`src/rtl/hs_buf_pkg.sv`:
```
// Shared types and data-word layout for the hold-slave request buffer.
// The word-layout constants mirror the shared global header values.
package hs_buf_pkg;

  localparam int IR_DATA_WIDTH = 32;
  localparam int NUM_PORT      = 5;
  localparam int SRC_LIST_POS  = 0;
  localparam int HS_POS        = IR_DATA_WIDTH - 1;

  typedef struct packed {
    logic push;
    logic pop;
    logic head_wr;
  } fifo_ctl_t;

  function automatic logic [NUM_PORT-1:0] src_list(input logic [IR_DATA_WIDTH-1:0] w);
    return w[SRC_LIST_POS +: NUM_PORT];
  endfunction

endpackage

```
`src/rtl/hs_fifo.sv`:
```
// Circular HS entry store with read/write pointers, count and a head-overwrite
// port used to write back the merged master.
module hs_fifo
  import hs_buf_pkg::*;
#(
  parameter int DEPTH = 4,
  parameter int W     = IR_DATA_WIDTH,
  localparam int PW   = (DEPTH > 1) ? $clog2(DEPTH) : 1,
  localparam int CW   = $clog2(DEPTH + 1)
) (
  input  logic          clk,
  input  logic          reset,
  input  fifo_ctl_t     ctl,
  input  logic [W-1:0]  push_data,
  input  logic [W-1:0]  head_wr_data,
  output logic [W-1:0]  head_data,
  output logic [CW-1:0] count,
  output logic          full
);

  logic [DEPTH-1:0][W-1:0] mem;
  logic [PW-1:0]           rd_ptr, wr_ptr;

  function automatic logic [PW-1:0] ptr_inc(input logic [PW-1:0] p);
    return (p == PW'(DEPTH - 1)) ? '0 : p + PW'(1);
  endfunction

  assign head_data = mem[rd_ptr];
  assign full      = (count == CW'(DEPTH));

  // The caller never pops and overwrites the head in the same cycle, and never
  // pushes when full, so the two writes below never target the same slot.
  always_ff @(posedge clk or posedge reset) begin
    if (reset) begin
      mem <= '0;
    end else begin
      if (ctl.push)    mem[wr_ptr] <= push_data;
      if (ctl.head_wr) mem[rd_ptr] <= head_wr_data;
    end
  end

  always_ff @(posedge clk or posedge reset) begin
    if (reset) begin
      rd_ptr <= '0;
      wr_ptr <= '0;
      count  <= '0;
    end else begin
      if (ctl.push) wr_ptr <= ptr_inc(wr_ptr);
      if (ctl.pop)  rd_ptr <= ptr_inc(rd_ptr);
      case ({ctl.push, ctl.pop})
        2'b10:   count <= count + CW'(1);
        2'b01:   count <= count - CW'(1);
        default: count <= count;
      endcase
    end
  end

endmodule

```
`src/rtl/hs_buf.sv`:
```
// HS request buffer: holds the head entry as merge master for a bounded window,
// qualifies kills from merge_buf, then drains the head under valid/ready.
module hs_buf
  import hs_buf_pkg::*;
#(
  parameter int DEPTH       = 4,
  parameter int HOLD_CYCLES = 8
) (
  input  logic                     clk,
  input  logic                     reset,
  input  logic                     enq_valid,
  input  logic [IR_DATA_WIDTH-1:0] enq_data,
  output logic                     enq_ready,
  output logic [IR_DATA_WIDTH-1:0] hs_master_buf,
  output logic                     master_valid,
  input  logic [IR_DATA_WIDTH-1:0] hs_master_buf_in,
  input  logic [NUM_PORT-1:0]      kill_in,
  input  logic [NUM_PORT-1:0]      port_valid,
  output logic [NUM_PORT-1:0]      kill_out,
  output logic                     deq_valid,
  output logic [IR_DATA_WIDTH-1:0] deq_data,
  input  logic                     deq_ready
);

  localparam int TW = $clog2(HOLD_CYCLES + 1);
  localparam int CW = $clog2(DEPTH + 1);

  localparam logic [1:0] ST_EMPTY = 2'd0;
  localparam logic [1:0] ST_HOLD  = 2'd1;
  localparam logic [1:0] ST_DRAIN = 2'd2;

  if (DEPTH < 2)       $error("hs_buf: DEPTH must be >= 2");
  if (HOLD_CYCLES < 1) $error("hs_buf: HOLD_CYCLES must be >= 1");

  logic [1:0]    state;
  logic [TW-1:0] timer;
  logic [CW-1:0] count;
  logic          full;
  logic          enq_fire, deq_fire;
  fifo_ctl_t     ctl;

  assign enq_ready    = !full;
  assign enq_fire     = enq_valid & enq_ready;
  assign deq_valid    = (state == ST_DRAIN);
  assign deq_fire     = deq_valid & deq_ready;
  assign master_valid = (state != ST_EMPTY);
  assign deq_data     = hs_master_buf;

  // Kills only count while the head is an open merge target.
  assign kill_out = (state == ST_HOLD) ? (kill_in & port_valid) : '0;

  assign ctl.push    = enq_fire;
  assign ctl.pop     = deq_fire;
  assign ctl.head_wr = |kill_out;

  hs_fifo #(
    .DEPTH (DEPTH),
    .W     (IR_DATA_WIDTH)
  ) u_fifo (
    .clk          (clk),
    .reset        (reset),
    .ctl          (ctl),
    .push_data    (enq_data),
    .head_wr_data (hs_master_buf_in),
    .head_data    (hs_master_buf),
    .count        (count),
    .full         (full)
  );

  // A full buffer cuts the window short so the producer is not stalled for the
  // rest of the timer.
  always_ff @(posedge clk or posedge reset) begin
    if (reset) begin
      state <= ST_EMPTY;
      timer <= '0;
    end else begin
      case (state)
        ST_EMPTY: begin
          if (enq_fire) begin
            state <= ST_HOLD;
            timer <= TW'(HOLD_CYCLES - 1);
          end
        end
        ST_HOLD: begin
          if (timer == '0 || full) state <= ST_DRAIN;
          else                     timer <= timer - TW'(1);
        end
        ST_DRAIN: begin
          if (deq_fire) begin
            if (count > CW'(1) || enq_fire) begin
              state <= ST_HOLD;
              timer <= TW'(HOLD_CYCLES - 1);
            end else begin
              state <= ST_EMPTY;
            end
          end
        end
        default: state <= ST_EMPTY;
      endcase
    end
  end

endmodule

```
`config.mk`:
```
export PLATFORM = sky130hd
export DESIGN_NAME = hs_buf
export DESIGN_NICKNAME = d
export VERILOG_FILES = /design/src/rtl/hs_buf_pkg.sv /design/src/rtl/hs_fifo.sv /design/src/rtl/hs_buf.sv
export SDC_FILE = /design/constraint.sdc
export NUM_CORES = 1
export LEC_CHECK = 0
export ABC_AREA = 0
export CORE_MARGIN = 1
export CORE_UTILIZATION = 47
export CTS_CLUSTER_SIZE = 16
export DETAILED_ROUTE_END_ITERATION = 8
export PLACE_DENSITY = 0.85
export SETUP_SLACK_MARGIN = 0.15
export SLEW_MARGIN = 25
export SYNTH_ARGS = -nofsm -noshare
export SYNTH_HDL_FRONTEND = slang
export SYNTH_HIERARCHICAL = 1
export SYNTH_SLANG_ARGS = --single-unit
export TNS_END_PERCENT = 1
```
`constraint.sdc`:
```
create_clock -name clk -period 12.8 [get_ports clk]
set_input_delay 3.84 -clock clk [delete_from_list [all_inputs] [get_ports clk]]
set_output_delay 3.84 -clock clk [all_outputs]
set_load 0.01 [all_outputs]
```
# After elaboration in Yosys (flattened, before gate mapping)
# Cells that the tools add are included.
[word_totals]
ram_bits = 0
latch_bits = 0
mem_count = 0
elab_cells = 71
regBits = 141
in_bits = 78
mem_bits_ro = 0
output_inout_bits = 72
[op_classes]
n_div = 0
shifts = 0
mul = 0
bitwise = 3
eq_ne = 12
order_cmp = 5
n_addsub = 5
reduce_logical = 13
mux = 24
[ops]
columns = ["operator", "n"]
rows = [
  ["bitwise mux 128 bit", 2],
  ["two-way mux 128 bit", 2],
  ["demux 32 bit (select 2 bit)", 2],
  ["two-way mux 32 bit", 3],
  ["binary-select mux 32 bit (select 2 bit)", 1],
  ["two-way mux 4 bit", 4],
  ["one-hot mux 4 bit (3 select lines)", 1],
  ["two-way mux 2 bit", 5],
  ["== test 2 bit (second input constant)", 4],
  ["< comparator 2 x 3 -> 1 bit (second input constant)", 2],
  ["!= test 2 x 1 -> 1 bit (second input constant)", 3],
  ["one-hot mux 2 bit (3 select lines)", 1],
  ["one-hot mux 3 bit (2 select lines)", 1],
  ["bitwise AND 5 bit", 1],
  ["two-way mux 5 bit", 1],
  ["AND reduction 5 bit", 1],
  ["OR reduction 5 bit", 1],
  ["adder 2 x 1 -> 2 bit (second input constant)", 2],
  ["== test 2 x 1 -> 1 bit (second input constant)", 2],
  [">= comparator 2 x 1 -> 1 bit (second input constant)", 2],
  ["logical NOT 4 bit", 1],
  ["!= test 2 bit (second input constant)", 2],
  ["nonzero test 2 bit", 2],
  ["subtractor 4 x 1 -> 4 bit (second input constant)", 1],
  ["12 further kinds", 15],
]

# Depth between registers and ports, before layout
# Gate-level depths: netlist (run 1).
[logic_depth]
ltp_word = 8
mapped_depth = 9
mapped_depth_nobuf = 8

# Hierarchy
# The synthesis (run 1) kept the hierarchy.
[by_module_without_submodules]
columns = ["mod", "area_each_um2", "cells_per_inst", "instances"]
rows = [
  ["hs_fifo", 7198.2, 639, 1],
  ["hs_buf", 650.6, 83, 1],
]

# Worst setup path before layout (run 1)
# No wires, ideal clock.
[synth_path]
path_kind = "input to output"
start = "input port kill_in[4]"
end = "output port kill_out[4]"
n_path_buf = 0
slack_ps = 4908
cell_stages = 2
arrival_time_ps = 4052
required_ps = 8960
cell_sequence = "nand2_1 nor2_1"
[synth_between]
elab_chain_len = 2
[synth_lines]
columns = ["item", "line", "rtl"]
rows = [
  ["start, declared", "hs_buf.sv:17", "input logic [NUM_PORT-1:0] kill_in,"],
  ["bitwise AND 5 bit", "hs_buf.sv:50", "assign kill_out = (state == ST_HOLD) ? (kill_in & port_valid) : '0;"],
  ["two-way mux 5 bit", "hs_buf.sv:50", ""],
  ["end, declared", "hs_buf.sv:19", "output logic [NUM_PORT-1:0] kill_out,"],
]
# No other way between the ends.

# Worst setup path in the final report (run 1)
[layout_path]
start = "input port port_valid[4]"
end = "output port kill_out[4]"
[layout_between]
elab_chain_len = 2
[layout_lines]
columns = ["item", "line", "rtl"]
rows = [
  ["start, declared", "hs_buf.sv:18", "input logic [NUM_PORT-1:0] port_valid,"],
  ["bitwise AND 5 bit", "hs_buf.sv:50", ""],
  ["two-way mux 5 bit", "hs_buf.sv:50", ""],
]
# No other way between the ends.

==> results of run 1 <==
[sequential cells by signal, summed over array words and instances, names as in the netlist]
| register | flops |
|---|---|
| timer | 4 |
| state | 2 |
| u_fifo/wr_ptr | 2 |
| u_fifo/rd_ptr | 2 |
| u_fifo/count | 3 |
| u_fifo/mem | 128 |
[metal layers]
layer  wire [um]  part of all wire [%]  vias to the layer above  track usage (%)
li1            -                     -                     2674                -
met5           0                     0                        -                0
met4         371                   2.0                        0             8.69
met2        9040                    49                      196             37.0
met1        8010                    44                     2842             29.2
met3         966                   5.3                       29             4.24
[power breakdown]
part / internal [uW] / switching, uW
registers: 675 / 163
clock network: 341 / 180
logic: 755 / 630
[cells in the final DEF, fill, tap and decap left out, types with 2 or more instances in the layout]
master,Yosys,final
nor2_1,9,9
a31oi_1,2,2
o21ai_1,22,22
clkdlybuf4s50_1,0,149
or3_1,2,2
and2_4,1,5
mux4_1,4,4
o21ai_0,110,110
buf_4,35,2
bufinv_16,0,3
dfrtp_1,141,139
o31ai_1,2,2
dfrtp_2,0,2
nand2_4,4,4
nand2_1,137,137
a21oi_1,2,2
xnor2_1,2,2
clkbuf_16,0,17
inv_1,12,11
mux4_2,28,28
nor2b_1,2,2
clkbuf_8,0,7
ha_1,10,10
mux2i_1,129,129
[area by class of cell]
cell class / count / area (um2) / share of cell area [%]
clock inverters: 5 / 103 / 1.06
clock buffers: 25 / 526 / 5.44
inverters: 13 / 53.8 / 0.557
well taps: 216 / 270 / 2.80
repair buffers: 151 / 1510 / 15.6
multi-input cells: 486 / 3670 / 38.0
flip-flops and latches: 141 / 3530 / 36.5
[stage by stage]
step	total power (uW)	hold WS [ns]
after detailed placement	2230	0.468
after floorplan	1800	0.449
final	2740	0.505
after global routing	2920	0.516
after global placement	2170	0.466
after CTS	2770	0.504
[logic make-up after synthesis]
logic type      count (synthesis)  share of synthesized area, %
xor+xnor                        3                         0.335
simple gates                  167                          8.96
compound gates                142                          9.34
mux                           163                          26.2
fa+ha+maj                      11                          1.85
buf+inv                        95                          8.40
flops                         141                          45.0
[worst max-delay path by stage]
stage / start / end / slack (ns) / cells past startpoint
2_1_floorplan: kill_in[4] / kill_out[4] / 4.91 / 2
3_3_place_gp: kill_in[1] / kill_out[1] / 3.98 / 4
3_5_place_dp: port_valid[4] / kill_out[4] / 3.95 / 4
4_1_cts: port_valid[4] / kill_out[4] / 3.95 / 4
5_1_grt: port_valid[0] / kill_out[0] / 3.85 / 4
6_report: port_valid[4] / kill_out[4] / 3.95 / 4
==> metrics.md, run 1 <==
| Metric | Value |
|---|---|
| Die span in x | `131 um` |
| Worst reg2reg path endpoint | `u_fifo/mem[44]$_DFF_PP0_` |
| Worst hold start | `u_fifo/count[2]$_DFFE_PP0P_` |
| H-tree lvl count | `4` |
| Clock slew at reported path FFs | `0.06 ns` |
| Worst Clk Skew | `about 0.0095 ns` |
| Global-route wire length before repair | `30400 um` |
| # IOs | `150` |
| Setup slack, reg-to-reg | `10.28 ns` |
| Pwr/cell area | `approximately 280 mW/mm2` |
| Sequential area share after synthesis | `45.0%` |
| Area leader, netlist | `dfrtp_1` |
| Post-synth top flop | `dfrtp_1` |
| DR iter-0 viols | `400` |
| Place WS | `3.95 ns` |
| Final nets | `899` |
| Worst path bufs/invs | `2` |
| Crit. End Element | `output pin` |
| Global-route total usage across every layer | `22.4%` |
| Layout cells sized above 1 | `roughly a tenth` |
| Die height | `about 130 um` |
| Worst reg-to-reg path cell count | `5` |
| Ys async rst share | `100%` |
| DP Area | `between 0.009 and 0.01 mm2` |
| Starting density of the core | `48.7%` |
| Avg WL per Cell | `17.7 um` |
| Post-CTS resize count | `0` |
| Cells after Synth | `between 700 and 800` |
| Syn-to-layout area delta | `23.1%` |
| Critical Path Fanout Max | `2` |
| Diodes inserted | `0` |
| Dpl hpwl | `11000 um` |
| Slew Limit Fails | `0` |
| Arr. time, crit path | `5.01 ns` |
| Final hold viol count | `0` |
| Drt pass-1 iters | `5` |
| Final worst slack | `3.95 ns` |
| CTS tree | `yes` |
| Clock Tree Buf Depth | `2` |
| Flops & latches, synth | `141` |
| Number of synthesized flops with an enable pin | `0` |
| Setup violations, final | `0` |
| Hold Path End | `u_fifo/count[2]$_DFFE_PP0P_` |
| Max IR drop VDD | `~0.13 mV` |
| RR Startpoint | `u_fifo/count[0]$_DFFE_PP0P_` |
| Fin cells | `1037` |
| PortBufs | `149` |
| Leak | `about 0.0046 uW` |
| Cell mode on critical path | `clkdlybuf4s50_1` |
| Full die area | `0.0172 mm2` |
| Vias in the first global route | `5882` |
| Num CTS Buffers | `17` |
| Initial antenna violation count | `0` |
| RSZ-0062 raised after global routing | `no` |
| FP Rows | `between 40 and 50` |
| Minimum clock period | `roughly 8.8 ns` |
| Crit start category | `input port` |
| Antenna Violating Nets Remaining | `0` |
| Final RePlAce weighted congestion | `0.789` |
| Fin crit share | `69.1%` |
| Hold Crit Depth | `1` |
| Clk_lat worst skew | `approximately 0.42 ns` |
| CP Data Required Time | `8.96 ns` |
| Cell area after layout | `between 0.009 and 0.01 mm2` |
| Post-synth top area share | `45.0%` |
| Fmax | `113 MHz` |
| Largest net degree at the start of global routing | `73` |
| Via count | `5741` |
| Congestion Overflow GR | `0` |
| Synth cell count leaders | `dfrtp_1, nand2_1, mux2i_1` |
| Cells after DPL | `slightly above 1000` |
| CTS Hold Buffers Added | `0` |
| Via density | `roughly 5.5` |
| Status | `finished clean` |
| Post-route DRC | `0` |
| Final Util | `59.9%` |
| CP Class | `input port to output pin` |
| Worst stage delay on the critical path | `0.55 ns` |
| Post-CTS setup buffers | `0` |
| Yosys cell types | `roughly 40` |
| Core ar. | `about 0.016 mm2` |
| Hold crit path type | `register to register` |
| Tightest Pin Transition | `0.969 ns` |
| Syn Nets | `811` |
| Max-Cap Viols | `0` |
| Top-count cell post-synth | `dfrtp_1` |
| Clk sinks | `141` |
| Largest cells by area after synthesis | `dfrtp_1, mux2i_1, mux4_2` |
| Filler cells | `1313` |
| DRT Wirelength | `18400 um` |
| Rel. slew slack | `35.4%` |
| Cell Chain, Critical Path | `clkdlybuf4s50_1, nand2_1, nor2_1, clkdlybuf4s50_1` |
| Syn Std Cell Area | `0.00785 mm2` |
| Yosys warns | `6` |
| Mapped Avg Cell Area | `~11 um2` |
| Kind of cell adding the most delay to the critical path | `buffers and inverters` |
| Fin Setup TNS | `0 ns` |
| Critical Path Slowest Stage Cell | `clkdlybuf4s50_1` |
| CTS Root Cell | `clkbuf_16` |
No activity file was read; power rests on OpenSTA's default activity.
==> inputs of run 2 (changes only) <==
--- a/config.mk
+++ b/config.mk
@@ -10,7 +10,7 @@
 export CORE_UTILIZATION = 47
 export CTS_CLUSTER_SIZE = 16
 export DETAILED_ROUTE_END_ITERATION = 8
-export PLACE_DENSITY = 0.85
+export PLACE_DENSITY = 0.88
 export SETUP_SLACK_MARGIN = 0.15
 export SLEW_MARGIN = 25
 export SYNTH_ARGS = -nofsm -noshare
==> constraint.sdc (replaced) <==
create_clock -name clk -period 8 [get_ports clk]
set_input_delay 2.4 -clock clk [delete_from_list [all_inputs] [get_ports clk]]
set_output_delay 2.4 -clock clk [all_outputs]
set_load 0.01 [all_outputs]
==> run 2 against run 1 <==
Against the previous run: sequential share of layout area fell by 0.16 points; worst setup slack got worse by 1.9 ns; clock skew fell by 0.0044 ns; total power rose by 63%; clock power rose by 72%; largest cell class unchanged.
==> metrics.md, run 2 (synthesis gave the netlist of run 1 again) <==
| Metric | Value |
|---|---|
| Post-route DRC | `0` |
| Via count | `5722` |
| FP Rows | `46` |
| Fin Setup TNS | `0 ns` |
| PortBufs | `149` |
| Starting density of the core | `48.7%` |
| Full die area | `around 0.017 mm2` |
| Via density | `5.51` |
| Leak | `0.00462 uW` |
| Final RePlAce weighted congestion | `0.806` |
| Clock Tree Buf Depth | `2` |
| Largest net degree at the start of global routing | `69` |
| Rel. slew slack | `32.6%` |
| Minimum clock period | `5.98 ns` |
| CTS tree | `yes` |
| RSZ-0062 raised after global routing | `no` |
| Clock slew at reported path FFs | `0.06 ns` |
| CP Data Required Time | `5.60 ns` |
| Fin cells | `a little over 1000` |
| Vias in the first global route | `5861` |
| Hold crit path type | `register to register` |
| Clk sinks | `141` |
| Global-route wire length before repair | `roughly 30000 um` |
| Psw | `1580 uW` |
| Critical Path Fanout Max | `2` |
| Crit start category | `input port` |
| # IOs | `150` |
| Final hold viol count | `0` |
| Status | `finished clean` |
| Largest register FFs | `about 130` |
| Slew Limit Fails | `0` |
| Net Sw Frac | `35.4%` |
| Max-Cap Viols | `0` |
| CTS Hold Buffers Added | `0` |
| Clock Power Share | `20.1%` |
| P_int | `2890 uW` |
| Congestion Overflow GR | `0` |
| Largest Register | `u_fifo/mem` |
| Commonest non-fill, non-tap cell in the layout | `clkdlybuf4s50_1` |
| Avg WL per Cell | `18.0 um` |
| Filler cells | `1295` |
| H-tree lvl count | `4` |
| Post-CTS setup buffers | `0` |
| Arr. time, crit path | `3.58 ns` |
| Biggest regs | `u_fifo/mem x128, timer x4, u_fifo/count x3` |
| Syn-to-layout area delta | `23.6%` |
| Dpl hpwl | `11200 um` |
| Setup violations, final | `0` |
| Core ar. | `between 0.015 and 0.02 mm2` |
| Crit. End Element | `output pin` |
| Fin crit share | `74.7%` |
| Fmax | `167 MHz` |
| Layout cells sized above 1 | `approximately a tenth` |
| CP Class | `input port to output pin` |
| Final nets | `899` |
| Die height | `131 um` |
| DR iter-0 viols | `403` |
| Num CTS Buffers | `17` |
| Die span in x | `131 um` |
| Tightest Pin Transition | `between 1 and 1.5 ns` |
| Final hold slack | `0.504 ns` |
| Max IR drop VDD | `0.262 mV` |
| Pwr/cell area | `roughly 460 mW/mm2` |
| Clk_lat worst skew | `0.42 ns` |
| Post-CTS resize count | `0` |
| Cells after DPL | `1007` |
| Diodes inserted | `0` |
| Combinational power share | `50.3%` |
| DRT Wirelength | `18600 um` |
| Antenna Violating Nets Remaining | `0` |
| Sequential share of power | `29.7%` |
| Initial antenna violation count | `0` |
| CTS Root Cell | `clkbuf_16` |
| Worst Clk Skew | `0.00508 ns` |
| Most frequent cells in the layout | `clkdlybuf4s50_1, dfrtp_1, nand2_1` |
| Global-route total usage across every layer | `22.3%` |
| Drt pass-1 iters | `5` |
==> run 2: cell types whose count changed in the layout (fill, tap and decap cells not counted), sizes merged <==
cell | before | now
bufinv | 3 | 6
clkinv | 1 | 5
clkbuf | 25 | 19
==> run 2: final cells by class <==
class	instances	area, um2	area share [%]
clock buffers	19	453	4.67
clock inverters	12	216	2.23
inverters	13	53.8	0.555
multi-input cells	486	3670	37.8
flip-flops and latches	141	3530	36.4
well taps	216	270	2.79
repair buffers	151	1510	15.5
==> run 2: final timing paths <==
kind	from	endpoint	slack, ns	cells past startpoint
min in group asynchronous	reset	timer[1]$_DFFE_PP0P_	2.31	2
setup reg to reg	u_fifo/count[0]$_DFFE_PP0P_	u_fifo/mem[81]$_DFF_PP0_	5.56	5
hold reg to reg	u_fifo/count[2]$_DFFE_PP0P_	u_fifo/count[2]$_DFFE_PP0P_	0.50	1
max in group asynchronous	reset	u_fifo/rd_ptr[1]$_DFFE_PP0P_	4.19	3
hold / removal	u_fifo/count[2]$_DFFE_PP0P_	u_fifo/count[2]$_DFFE_PP0P_	0.50	1
setup / recovery	kill_in[4]	kill_out[4]	2.02	4
==> run 2: worst max-delay path, cell delays in order <==
cell	delay, ns
clkdlybuf4s50_1	0.47
nand2_1	0.07
nor2_1	0.09
clkdlybuf4s50_1	0.55
==> run 2: routing by layer <==
metal  share of wire (%)  vias up  global-route usage (%)  routed length (um)
met4                 1.4        0                    7.91                 267
met3                 5.1       22                    4.82                 958
li1                    -     2662                       -                   -
met1                  43     2853                    27.9                8010
met5                   0        -                       0                   0
met2                  50      185                    38.0                9400
==> run 2: stage by stage <==
| step | util [%] | instance area, um2 | total power [uW] | worst slack (ns) |
|---|---|---|---|---|
| floorplan | - | 7850 | 2880 | 1.99 |
| global placement | 56.0 | 9030 | 3480 | 2.07 |
| detailed placement | 56.0 | 9030 | 3580 | 2.01 |
| CTS | 60.2 | 9700 | 4490 | 2.02 |
| global route | 60.2 | 9700 | 4730 | 1.96 |
| finish | 60.2 | 9700 | 4460 | 2.02 |
==> run 2: power by group through the flow <==
stage / Sequential, uW / Combinational (uW) / Clock [uW]
floorplan: 1220 / 1660 / 0
global placement: 1300 / 2180 / 0
detailed placement: 1320 / 2250 / 0
CTS: 1320 / 2270 / 906
global route: 1370 / 2420 / 938
finish: 1320 / 2240 / 895
==> inputs of run 3 (changes only) <==
--- a/config.mk
+++ b/config.mk
@@ -10,7 +10,7 @@
 export CORE_UTILIZATION = 47
 export CTS_CLUSTER_SIZE = 16
 export DETAILED_ROUTE_END_ITERATION = 8
-export PLACE_DENSITY = 0.88
+export PLACE_DENSITY = 0.85
 export SETUP_SLACK_MARGIN = 0.15
 export SLEW_MARGIN = 25
 export SYNTH_ARGS = -nofsm -noshare
==> constraint.sdc (replaced) <==
create_clock -name clk -period 6.1 [get_ports clk]
set_input_delay 1.83 -clock clk [delete_from_list [all_inputs] [get_ports clk]]
set_output_delay 1.83 -clock clk [all_outputs]
set_load 0.01 [all_outputs]
==> run 3 against run 2 <==
Against the previous run: die area unchanged; first-iteration DRC count up 6.7%; hold slack worse by 0.014 ns; largest cell class unchanged; sequential power up 34%; flip-flop and latch count unchanged; count of clock-buffer cells in the layout up 3; non-clock buffer count up 1; worst setup slack worse by 0.75 ns; register-to-register slack worse by 1.8 ns; sequential share of layout area up 0.056 points.
==> metrics.md, run 3 (synthesis gave the netlist of run 1 again) <==
| Metric | Value |
|---|---|
| Status | `finished clean` |
| Die span in x | `131 um` |
| Diodes inserted | `0` |
| H-tree lvl count | `4` |
| Die height | `131 um` |
| CP Data Required Time | `4.27 ns` |
| Crit start category | `input port` |
| Layout cells sized above 1 | `approximately a tenth` |
| Hold Path End | `timer[3]$_DFFE_PP0P_` |
| PortBufs | `about 150` |
| Setup violations, final | `0` |
| Filler cells | `1319` |
| CTS Root Cell | `clkbuf_16` |
| Initial antenna violation count | `0` |
| RSZ-0062 raised after global routing | `no` |
| Worst hold start | `timer[3]$_DFFE_PP0P_` |
| Starting density of the core | `48.7%` |
| Most frequent cells in the layout | `clkdlybuf4s50_1, dfrtp_1, nand2_1` |
| Dpl hpwl | `about 11000 um` |
| Worst reg-to-reg path cell count | `5` |
| Minimum clock period | `4.83 ns` |
| Clock Tree Buf Depth | `2` |
| Area occupied by multi-input gates | `roughly 0.0037 mm2` |
| CP Class | `input port to output pin` |
| Antenna Violating Nets Remaining | `0` |
| Area occupied by registers | `0.00353 mm2` |
| Pwr/cell area | `about 600 mW/mm2` |
| Slew Limit Fails | `0` |
| Hold Crit Depth | `1` |
| FP Rows | `46` |
| # IOs | `150` |
| CTS Hold Buffers Added | `0` |
| Syn-to-layout area delta | `23.4%` |
| Max-Cap Viols | `0` |
| Critical Path Fanout Max | `2` |
| Setup slack, reg-to-reg | `approximately 3.7 ns` |
| Largest register FFs | `~130` |
| Largest Register | `u_fifo/mem` |
| Arr. time, crit path | `around 3 ns` |
| Worst Clk Skew | `0.00665 ns` |
| Post-CTS setup buffers | `0` |
| Clock slew at reported path FFs | `approximately 0.050 ns` |
| DRT Wirelength | `18500 um` |
| Vias in the first global route | `5815` |
| Fmax | `207 MHz` |
| Cell area after layout | `0.00969 mm2` |
| Largest net degree at the start of global routing | `106` |
| Final hold slack | `around 0.5 ns` |
| Worst reg2reg path endpoint | `u_fifo/mem[78]$_DFF_PP0_` |
| Fin Setup TNS | `0 ns` |
| Rel. slew slack | `36.9%` |
| Post-route DRC | `0` |
| CTS tree | `yes` |
| Final nets | `900` |
| Global-route total usage across every layer | `22.2%` |
| Avg WL per Cell | `17.8 um` |
| Commonest non-fill, non-tap cell in the layout | `clkdlybuf4s50_1` |
| Via count | `5688` |
| Crit. End Element | `output pin` |
| Core ar. | `0.0161 mm2` |
| Biggest regs | `u_fifo/mem x128, timer x4, u_fifo/count x3` |
| Via density | `around 5.5` |
| Congestion Overflow GR | `0` |
| Final hold viol count | `0` |
| Hold crit path type | `register to register` |
| Post-CTS resize count | `0` |
| Num CTS Buffers | `17` |
| Max IR drop VDD | `0.305 mV` |
| Final RePlAce weighted congestion | `0.768` |
| Clk sinks | `141` |
| Drt pass-1 iters | `7` |
| DP Area | `0.00904 mm2` |
| Tightest Pin Transition | `0.946 ns` |
| Global-route wire length before repair | `29900 um` |
| Critical Path Start | `kill_in[4]` |
| Clk_lat worst skew | `about 0.42 ns` |
| DR iter-0 viols | `430` |
| Leak | `0.00461 uW` |
| Full die area | `~0.017 mm2` |
| RR Startpoint | `u_fifo/count[0]$_DFFE_PP0P_` |
| Fin crit share | `79.2%` |
==> run 3: how the worst max path moves through the flow <==
| stage | endpoint | slack (ns) | depth (start not counted) |
|---|---|---|---|
| after floorplan | u_fifo/count[0]$_DFFE_PP0P_ | 0.66 | 1 |
| after global placement | kill_out[1] | 1.30 | 4 |
| after detailed placement | kill_out[3] | 1.27 | 4 |
| after CTS | kill_out[4] | 1.26 | 4 |
| after global routing | kill_out[0] | 1.18 | 4 |
| final | kill_out[4] | 1.27 | 4 |
==> run 3: metal layers <==
metal  routed length [um]  GRT usage [%]  vias up
li1                     -              -     2673
met4                  213           7.06        0
met3                 1010           5.13       18
met1                 7950           28.1     2809
met5                    0              0        -
met2                 9330           37.4      188
==> run 3: through the flow <==
step	power, uW	cells	utilization [%]	setup slack, ns
floorplan	3770	722	-	0.659
global placement	4570	1008	56.1	1.30
detailed placement	4690	1008	56.1	1.27
CTS	5830	1040	60.1	1.26
global route	6140	1040	60.1	1.18
finish	5780	1040	60.1	1.27
==> run 3: critical path, stage by stage <==
cell and delay (ns):
clkdlybuf4s50_1 0.47, nand2_1 0.07, nor2_1 0.08, clkdlybuf4s50_1 0.55
==> run 3: cell type report <==
| type | instances | area share, % |
|---|---|---|
| inverters | 13 | 0.581 |
| multi-input cells | 486 | 37.9 |
| well taps | 216 | 2.79 |
| repair buffers | 152 | 15.6 |
| clock inverters | 10 | 1.65 |
| clock buffers | 22 | 5.00 |
| flip-flops and latches | 141 | 36.5 |
==> run 3: power breakdown <==
group	switching (uW)	internal, uW
Combinational	1310	1590
Sequential	353	1420
Clock	388	727
